File: config.mk
export PLATFORM = sky130hd
export DESIGN_NAME = i_decode
export DESIGN_NICKNAME = d
export VERILOG_FILES = /design/src/rtl/i_decode_pkg.sv /design/src/rtl/id_regfile.sv /design/src/rtl/i_decode.sv
export SDC_FILE = /design/constraint.sdc
export NUM_CORES = 2
export LEC_CHECK = 0
export BUFFER_PORTS_ARGS = -buffer_cell sky130_fd_sc_hd__buf_2
export CORE_ASPECT_RATIO = 0.75
export CORE_UTILIZATION = 30
export DETAILED_ROUTE_END_ITERATION = 7
export SKIP_CTS_REPAIR_TIMING = 1
export SLEW_MARGIN = 20
export SYNTH_ARGS = -nofsm -noshare
export SYNTH_HDL_FRONTEND = slang
export SYNTH_SLANG_ARGS = --single-unit
File: constraint.sdc
create_clock -name clk -period 2.1 [get_ports clk]
set_input_delay 0.105 -clock clk [delete_from_list [all_inputs] [get_ports clk]]
set_output_delay 0.105 -clock clk [all_outputs]
set_load 0.02 [all_outputs]
File: src/rtl/i_decode_pkg.sv
// Shared decode definitions: opcodes, ALUOp encodings and the control bundles latched into ID/EX.
package i_decode_pkg;

  localparam int DATA_W   = 32;
  localparam int REG_AW   = 5;
  localparam int NUM_REGS = 2 ** REG_AW;

  localparam logic [5:0] OP_RTYPE = 6'h00;
  localparam logic [5:0] OP_LW    = 6'h23;
  localparam logic [5:0] OP_SW    = 6'h2B;
  localparam logic [5:0] OP_BEQ   = 6'h04;

  localparam logic [1:0] ALUOP_ADD   = 2'b00;
  localparam logic [1:0] ALUOP_SUB   = 2'b01;
  localparam logic [1:0] ALUOP_FUNCT = 2'b10;

  localparam int WB_W = 2;
  localparam int M_W  = 3;
  localparam int EX_W = 4;

  typedef struct packed {
    logic reg_write;
    logic mem_to_reg;
  } wb_ctrl_t;

  typedef struct packed {
    logic branch;
    logic mem_read;
    logic mem_write;
  } m_ctrl_t;

  typedef struct packed {
    logic       reg_dst;
    logic [1:0] alu_op;
    logic       alu_src;
  } ex_ctrl_t;

  typedef struct packed {
    wb_ctrl_t wb;
    m_ctrl_t  m;
    ex_ctrl_t ex;
  } ctrl_t;

  localparam ctrl_t CTRL_BUBBLE = '0;

endpackage

File: src/rtl/id_regfile.sv
// 2-read / 1-write register file with $0 hardwired to zero.
// ID_WB_BYPASS_EN: same-cycle read of the register being written returns the new data.
module id_regfile
  import i_decode_pkg::*;
#(
  parameter int DW = DATA_W,
  parameter int AW = REG_AW
) (
  input  logic          clk,
  input  logic          rst_n,
  input  logic [AW-1:0] rs_addr,
  input  logic [AW-1:0] rt_addr,
  output logic [DW-1:0] rs_data,
  output logic [DW-1:0] rt_data,
  input  logic          we,
  input  logic [AW-1:0] waddr,
  input  logic [DW-1:0] wdata
);

  localparam int DEPTH = 2 ** AW;

  logic [DW-1:0] regs_reg [DEPTH];
  logic [AW-1:0] rd_addr  [2];
  logic [DW-1:0] rd_data  [2];
  logic          wr_en;

  assign wr_en = we && (waddr != '0);

  always_ff @(posedge clk or negedge rst_n) begin
    if (!rst_n) begin
      for (int i = 0; i < DEPTH; i++) regs_reg[i] <= '0;
    end else if (wr_en) begin
      regs_reg[waddr] <= wdata;
    end
  end

  assign rd_addr[0] = rs_addr;
  assign rd_addr[1] = rt_addr;

  genvar gi;
  generate
    for (gi = 0; gi < 2; gi++) begin : g_rd
`ifdef ID_WB_BYPASS_EN
      assign rd_data[gi] = (rd_addr[gi] == '0)                  ? '0 :
                           (wr_en && (waddr == rd_addr[gi]))    ? wdata :
                                                                  regs_reg[rd_addr[gi]];
`else
      assign rd_data[gi] = (rd_addr[gi] == '0) ? '0 : regs_reg[rd_addr[gi]];
`endif
    end
  endgenerate

  assign rs_data = rd_data[0];
  assign rt_data = rd_data[1];

endmodule

File: src/rtl/i_decode.sv
// Instruction-decode stage: main control decode, register read, sign extension, ID/EX latch.
// Optional macro ID_WB_BYPASS_EN enables write-through in the register file.
module i_decode
  import i_decode_pkg::*;
(
  input  logic              clk,
  input  logic              rst_n,
  input  logic [31:0]       IF_ID_instr,
  input  logic [31:0]       IF_ID_npc,
  input  logic              EX_MEM_PCSrc,
  input  logic              MEM_WB_RegWrite,
  input  logic [REG_AW-1:0] MEM_WB_WriteReg,
  input  logic [DATA_W-1:0] MEM_WB_WriteData,
  output logic [WB_W-1:0]   ID_EX_wb,
  output logic [M_W-1:0]    ID_EX_m,
  output logic [EX_W-1:0]   ID_EX_ex,
  output logic [31:0]       ID_EX_npc,
  output logic [DATA_W-1:0] ID_EX_readdat1,
  output logic [DATA_W-1:0] ID_EX_readdat2,
  output logic [DATA_W-1:0] ID_EX_sign_ext,
  output logic [REG_AW-1:0] ID_EX_instr_2016,
  output logic [REG_AW-1:0] ID_EX_instr_1511
);

  logic [5:0]        opcode;
  logic [REG_AW-1:0] rs_field;
  logic [REG_AW-1:0] rt_field;
  logic [REG_AW-1:0] rd_field;
  logic [DATA_W-1:0] rs_data;
  logic [DATA_W-1:0] rt_data;
  logic [DATA_W-1:0] sign_ext;
  ctrl_t             ctrl_next;
  ctrl_t             ctrl_reg;

  assign opcode   = IF_ID_instr[31:26];
  assign rs_field = IF_ID_instr[25:21];
  assign rt_field = IF_ID_instr[20:16];
  assign rd_field = IF_ID_instr[15:11];
  assign sign_ext = {{(DATA_W-16){IF_ID_instr[15]}}, IF_ID_instr[15:0]};

  id_regfile #(.DW(DATA_W), .AW(REG_AW)) u_regfile (
    .clk     (clk),
    .rst_n   (rst_n),
    .rs_addr (rs_field),
    .rt_addr (rt_field),
    .rs_data (rs_data),
    .rt_data (rt_data),
    .we      (MEM_WB_RegWrite),
    .waddr   (MEM_WB_WriteReg),
    .wdata   (MEM_WB_WriteData)
  );

  // Unrecognised opcodes decode to a bubble; a taken branch squashes whatever was decoded.
  always_comb begin
    ctrl_next = CTRL_BUBBLE;
    unique case (opcode)
      OP_RTYPE: begin
        ctrl_next.ex.reg_dst  = 1'b1;
        ctrl_next.ex.alu_op   = ALUOP_FUNCT;
        ctrl_next.wb.reg_write = 1'b1;
      end
      OP_LW: begin
        ctrl_next.ex.alu_op    = ALUOP_ADD;
        ctrl_next.ex.alu_src   = 1'b1;
        ctrl_next.m.mem_read   = 1'b1;
        ctrl_next.wb.reg_write  = 1'b1;
        ctrl_next.wb.mem_to_reg = 1'b1;
      end
      OP_SW: begin
        ctrl_next.ex.alu_op  = ALUOP_ADD;
        ctrl_next.ex.alu_src = 1'b1;
        ctrl_next.m.mem_write = 1'b1;
      end
      OP_BEQ: begin
        ctrl_next.ex.alu_op = ALUOP_SUB;
        ctrl_next.m.branch  = 1'b1;
      end
      default: ctrl_next = CTRL_BUBBLE;
    endcase
    if (EX_MEM_PCSrc) ctrl_next = CTRL_BUBBLE;
  end

  always_ff @(posedge clk or negedge rst_n) begin
    if (!rst_n) begin
      ctrl_reg         <= CTRL_BUBBLE;
      ID_EX_npc        <= '0;
      ID_EX_readdat1   <= '0;
      ID_EX_readdat2   <= '0;
      ID_EX_sign_ext   <= '0;
      ID_EX_instr_2016 <= '0;
      ID_EX_instr_1511 <= '0;
    end else begin
      ctrl_reg         <= ctrl_next;
      ID_EX_npc        <= IF_ID_npc;
      ID_EX_readdat1   <= rs_data;
      ID_EX_readdat2   <= rt_data;
      ID_EX_sign_ext   <= sign_ext;
      ID_EX_instr_2016 <= rt_field;
      ID_EX_instr_1511 <= rd_field;
    end
  end

  assign ID_EX_wb = ctrl_reg.wb;
  assign ID_EX_m  = ctrl_reg.m;
  assign ID_EX_ex = ctrl_reg.ex;

endmodule

# Word level (Yosys, flattened, before mapping)
# Index checks and enable logic that the tools add are counted.
# totals
reg_bits,1155
inputBits,105
# classes
n_lt_le_gt_ge,4
eq_ne,3
muxes,19
bitwise,3
n_reduce_logical,8
# ops
cell,count
$bwmux W1024,1
$bmux W32 S5,2
$mux W32,7
$demux W32 S5,1
$ge A6 B6 Y1 const B,3
$not A5 Y6,3
$eq A6 B6 Y1 const B,2
$logic_not A5 Y1,2
$mux W9,1
$eq A6 B3 Y1 const B,1
$logic_not A6 Y1,1
$lt A6 B1 Y1 const B,1
$mux W1,6
$reduce_bool A5 Y1,1
$pmux W2 S2,1
$reduce_or A2 Y1,2
$logic_and A1 B1 Y1,2

# Depth between registers and ports, before layout
# depth
word_depth,6
depth_mapped,9
mapped_depth_nobuf,5

# Hierarchy
# From an unflattened synthesis, not the netlist that was laid out.
# hier_totals
hier_cells,3781
hier_area_um2,57729.1
# by_module_without_submodules
mod,instances,cells_each,area_per_inst_um2
id_regfile,1,3621,54369.6
i_decode,1,160,3359.5

# Worst setup path after synthesis
# No wires, ideal clock.
# synth_timing
path_type,in2reg
start,input IF_ID_instr[16]
end,register ID_EX_readdat2[12]
setup_time_ns,0.136
arrival_ns,1.677
required_time_ns,1.964
setup_slack_ns,0.287
cell_stages,9
path_buffers,5
cell_sequence,buf_2 -> buf_6 -> buf_6 -> buf_6 -> buf_2 -> mux2i_1 -> o22ai_1 -> a2111oi_0 -> nor3_1
# synth_between
elab_chain_len,5
# synth_lines
element,line_no,rtl
start: declaration,i_decode.sv:8,"input logic [31:0] IF_ID_instr,"
$not A5 Y6 (implied by the code),id_regfile.sv:48,assign rd_data[gi] = (rd_addr[gi] == '0) ? '0 : regs_reg[rd_addr[gi]];
$bmux W32 S5,id_regfile.sv:48,
$mux W32 (implied by the code) (2 in series),id_regfile.sv:48,
$mux W32 (*),id_regfile.sv:48,
via rt_data[12],i_decode.sv:30,logic [DATA_W-1:0] rt_data;
end signal: assignment,i_decode.sv:96,ID_EX_readdat2 <= rt_data;
end: declaration,i_decode.sv:19,"output logic [DATA_W-1:0] ID_EX_readdat2,"
# The timed path passes the listed nets; every way through them passes the cells marked *. The select of a mux whose other input is x is not followed.
# A chain may end at the register's enable or synchronous reset.

# Worst setup path after layout
# layout_timing
start,register u_regfile.regs_reg[542] in the netlist's numbering
end,register ID_EX_readdat2[30]
# layout_between
elab_chain_len,4
# layout_lines
element,line_no,rtl
start: declaration,id_regfile.sv:22,logic [DW-1:0] regs_reg [DEPTH];
start signal: indexed assignment,id_regfile.sv:33,regs_reg[waddr] <= wdata;
$bmux W32 S5,id_regfile.sv:48,
$mux W32 (implied by the code) (2 in series),id_regfile.sv:48,
$mux W32,id_regfile.sv:48,
via rt_data[30],i_decode.sv:30,
# The timed path passes the listed nets, and every way through them passes these cells. The select of a mux whose other input is x is not followed.

==> flow_summary.ini <==
[outcome]
status = completed

[floorplan]
io_pins = 252
placementRows = 138
core_mm2 = 0.190
die_width_um = 508
start_util_pct = 30.4
fp.dieH_um = 382
dieArea_mm2 = 0.194

[power_and_ir_drop]
peakVddDrop_v = 0.000649
finalPower_mw = 63.9
p_leak_nw = 30.5
power_density_mw_per_mm2 = 919

[worst_setup_path]
slowest_stage = a2111oi_0
required_ns = 2.74
crit_family = compound AO/OA/AOI/OAI gates
timing.critical_path.cells = mux4_2, a22o_1, a2111oi_0, buf_4, nor3_1
critPathBufInv = 1
crit_fanout = 3
endpoint_kind = flip-flop
worst_setup_path_start_kind = flip-flop
cp_slowest_stage_delay_ns = 0.53
crit_type = flip-flop to flip-flop
worst-endpoint-arrival_ns = 2.67

[synth]
synth_flop_cell = dfrtp_1
synthSimpleGateAreaFrac_pct = 1.76
synth.distinct_cells = 43
synth_warnings = 0
yosysTopAreaCell = dfrtp_1
synth_edf_count = 0
synth_seq_cells = 1148
syn_inst = 3862
synth-compound-area-share_pct = 4.88
synth_mux_area_share_pct = 39.7
synth_common_cells = 1,148 x dfrtp_1, 956 x mux2_2, 374 x mux4_2, 306 x mux2i_1, 240 x clkbuf_1
synth.area.top_cells = dfrtp_1 50%, mux2_2 19%, mux4_2 15%
yosysMostFrequentCell = dfrtp_1
synthXorXnorAreaFrac_pct = 0
seq_area_frac_synth_pct = 49.8
synth_nets = 3967
synthArstFlopShare_pct = 100
yosysTopAreaCellShare_pct = 49.8
synth_top_family_by_area = multiplexers
synthAdderAreaFrac_pct = 0
syn_area_mm2 = 0.0577
synth.avg_cell_area_um2 = 14.9

[routing]
drc_errors = 0
vias_per_cell = 5.68
wl_um = 208000
num_vias = 38900
wl_per_cell_um = 30.3
drtIter0Drc = 3611
ant_nets = 0
dr.pass1.iters = 5

[clock_network]
clk_pin_slew_ns = 0.07
cts_buffers = 116
cts_tree = built
htreeDepth = 3
clock_latency_ns = 0.75
clk_path_buf_depth = 3
clock_sinks = 1148
cts_root_buf = clkbuf_16

[timing]
fin_crit_ns = 2.03
fmax_mhz = 492
max_slew.worst_pin.slew_ns = 1.08
slew_viol_final = 0
hold_viol_final = 0
rsz0062_at_grt = no
min_period_over_period_pct = 96.7
fin_skew_ns = 0.0598
slew_headroom_pct = 28.0
setup_viol = 0

[grt]
antenna_found_initial = 23
grt_pass1_wl_um = 296000
grt_pass1_vias = 39000
grt_max_degree = 98
grt.total_usage_pct = 21.0
grt_overflow_total = 0

[final_layout]
drive_gt1_share_pct = 50.3
stdcell_count = 6851
final_util_pct = 36.7
nNetsFinal = 4333
syn2layout_area_growth_pct = 20.6
largest_reg_flops = 1024

[placement]
numPortBuffers = 251
dpl.hpwl_um = 130000
dp_cells = 6524
place.gp.congestion = 0.846

[run]
cap_violations = 0

[min_path]
hold_path.class = input port to flip-flop
-- where the power goes --
part	internal [mW]	switching [mW]	total, mW
logic	7.34	5.11	12.5
clock network	12.5	9.51	22.0
registers	26.1	3.35	29.5
-- layout make-up --
type,count,area [um2]
Clock buffer,160,3340
Timing Repair Buffer,709,6690
Tap cell,2520,3150
Fill cell,17900,120000
Multi-Input combinational cell,2249,26900
Antenna cell,7,17.5
Inverter,4,15.0
Clock inverter,54,676
Sequential cell,1148,28700
-- placed cells by master (no fill, tap or decap), drive strengths merged, types with 17 or more instances in the layout --
cell         count
dlygate4sd3    106
nor3            51
mux4           374
clkbuf         161
a22o            62
dfrtp         1148
mux2          1011
clkinv          32
nor2            21
mux2i          306
a21oi           32
o221ai          31
nor2b           42
nand2           17
a2111oi         31
nor4            20
a22oi           90
buf            602
a211oi          61
o22ai           48
-- per-layer routing --
metal	vias up	part of all wire [%]	global-route usage [%]
met5	-	0.015	0
met4	6	3.3	6.80
met3	397	7.6	4.35
met2	1770	45	32.3
met1	21100	44	29.6
li1	15600	-	-
-- logic make-up after synthesis --
| group | Yosys count |
|---|---|
| compound gates | 374 |
| flops | 1148 |
| buf+inv | 465 |
| mux | 1691 |
| simple gates | 184 |
-- stage by stage --
step / hold WS [ns] / setup TNS, ns / cell area, um2 / worst slack, ns
CTS: -0.837 / 0 / 68500 / 0.0723
global route: 0.00120 / 0 / 69600 / 0.0252
floorplan: -0.191 / 0 / 57700 / 0.287
finish: 0.00244 / 0 / 69600 / 0.0692
detailed placement: -0.00582 / -1.32 / 64500 / -0.128
global placement: -0.00177 / -1.32 / 64500 / -0.212
-- path summary, 6_finish.rpt --
check                                    startpoint                        to  slack, ns  cells past startpoint
setup / recovery            u_regfile.regs_reg[542]        ID_EX_readdat2[30]       0.07                      5
hold / removal                 MEM_WB_WriteData[21]   u_regfile.regs_reg[853]      0.002                      2
setup reg to reg            u_regfile.regs_reg[542]        ID_EX_readdat2[30]       0.07                      5
hold reg to reg            u_regfile.regs_reg[1000]  u_regfile.regs_reg[1000]       0.40                      0
max in group asynchronous                     rst_n              ID_EX_npc[6]       0.76                      3
min in group asynchronous                     rst_n   u_regfile.regs_reg[633]       0.05                      3
No activity file was read; power rests on OpenSTA's default activity.
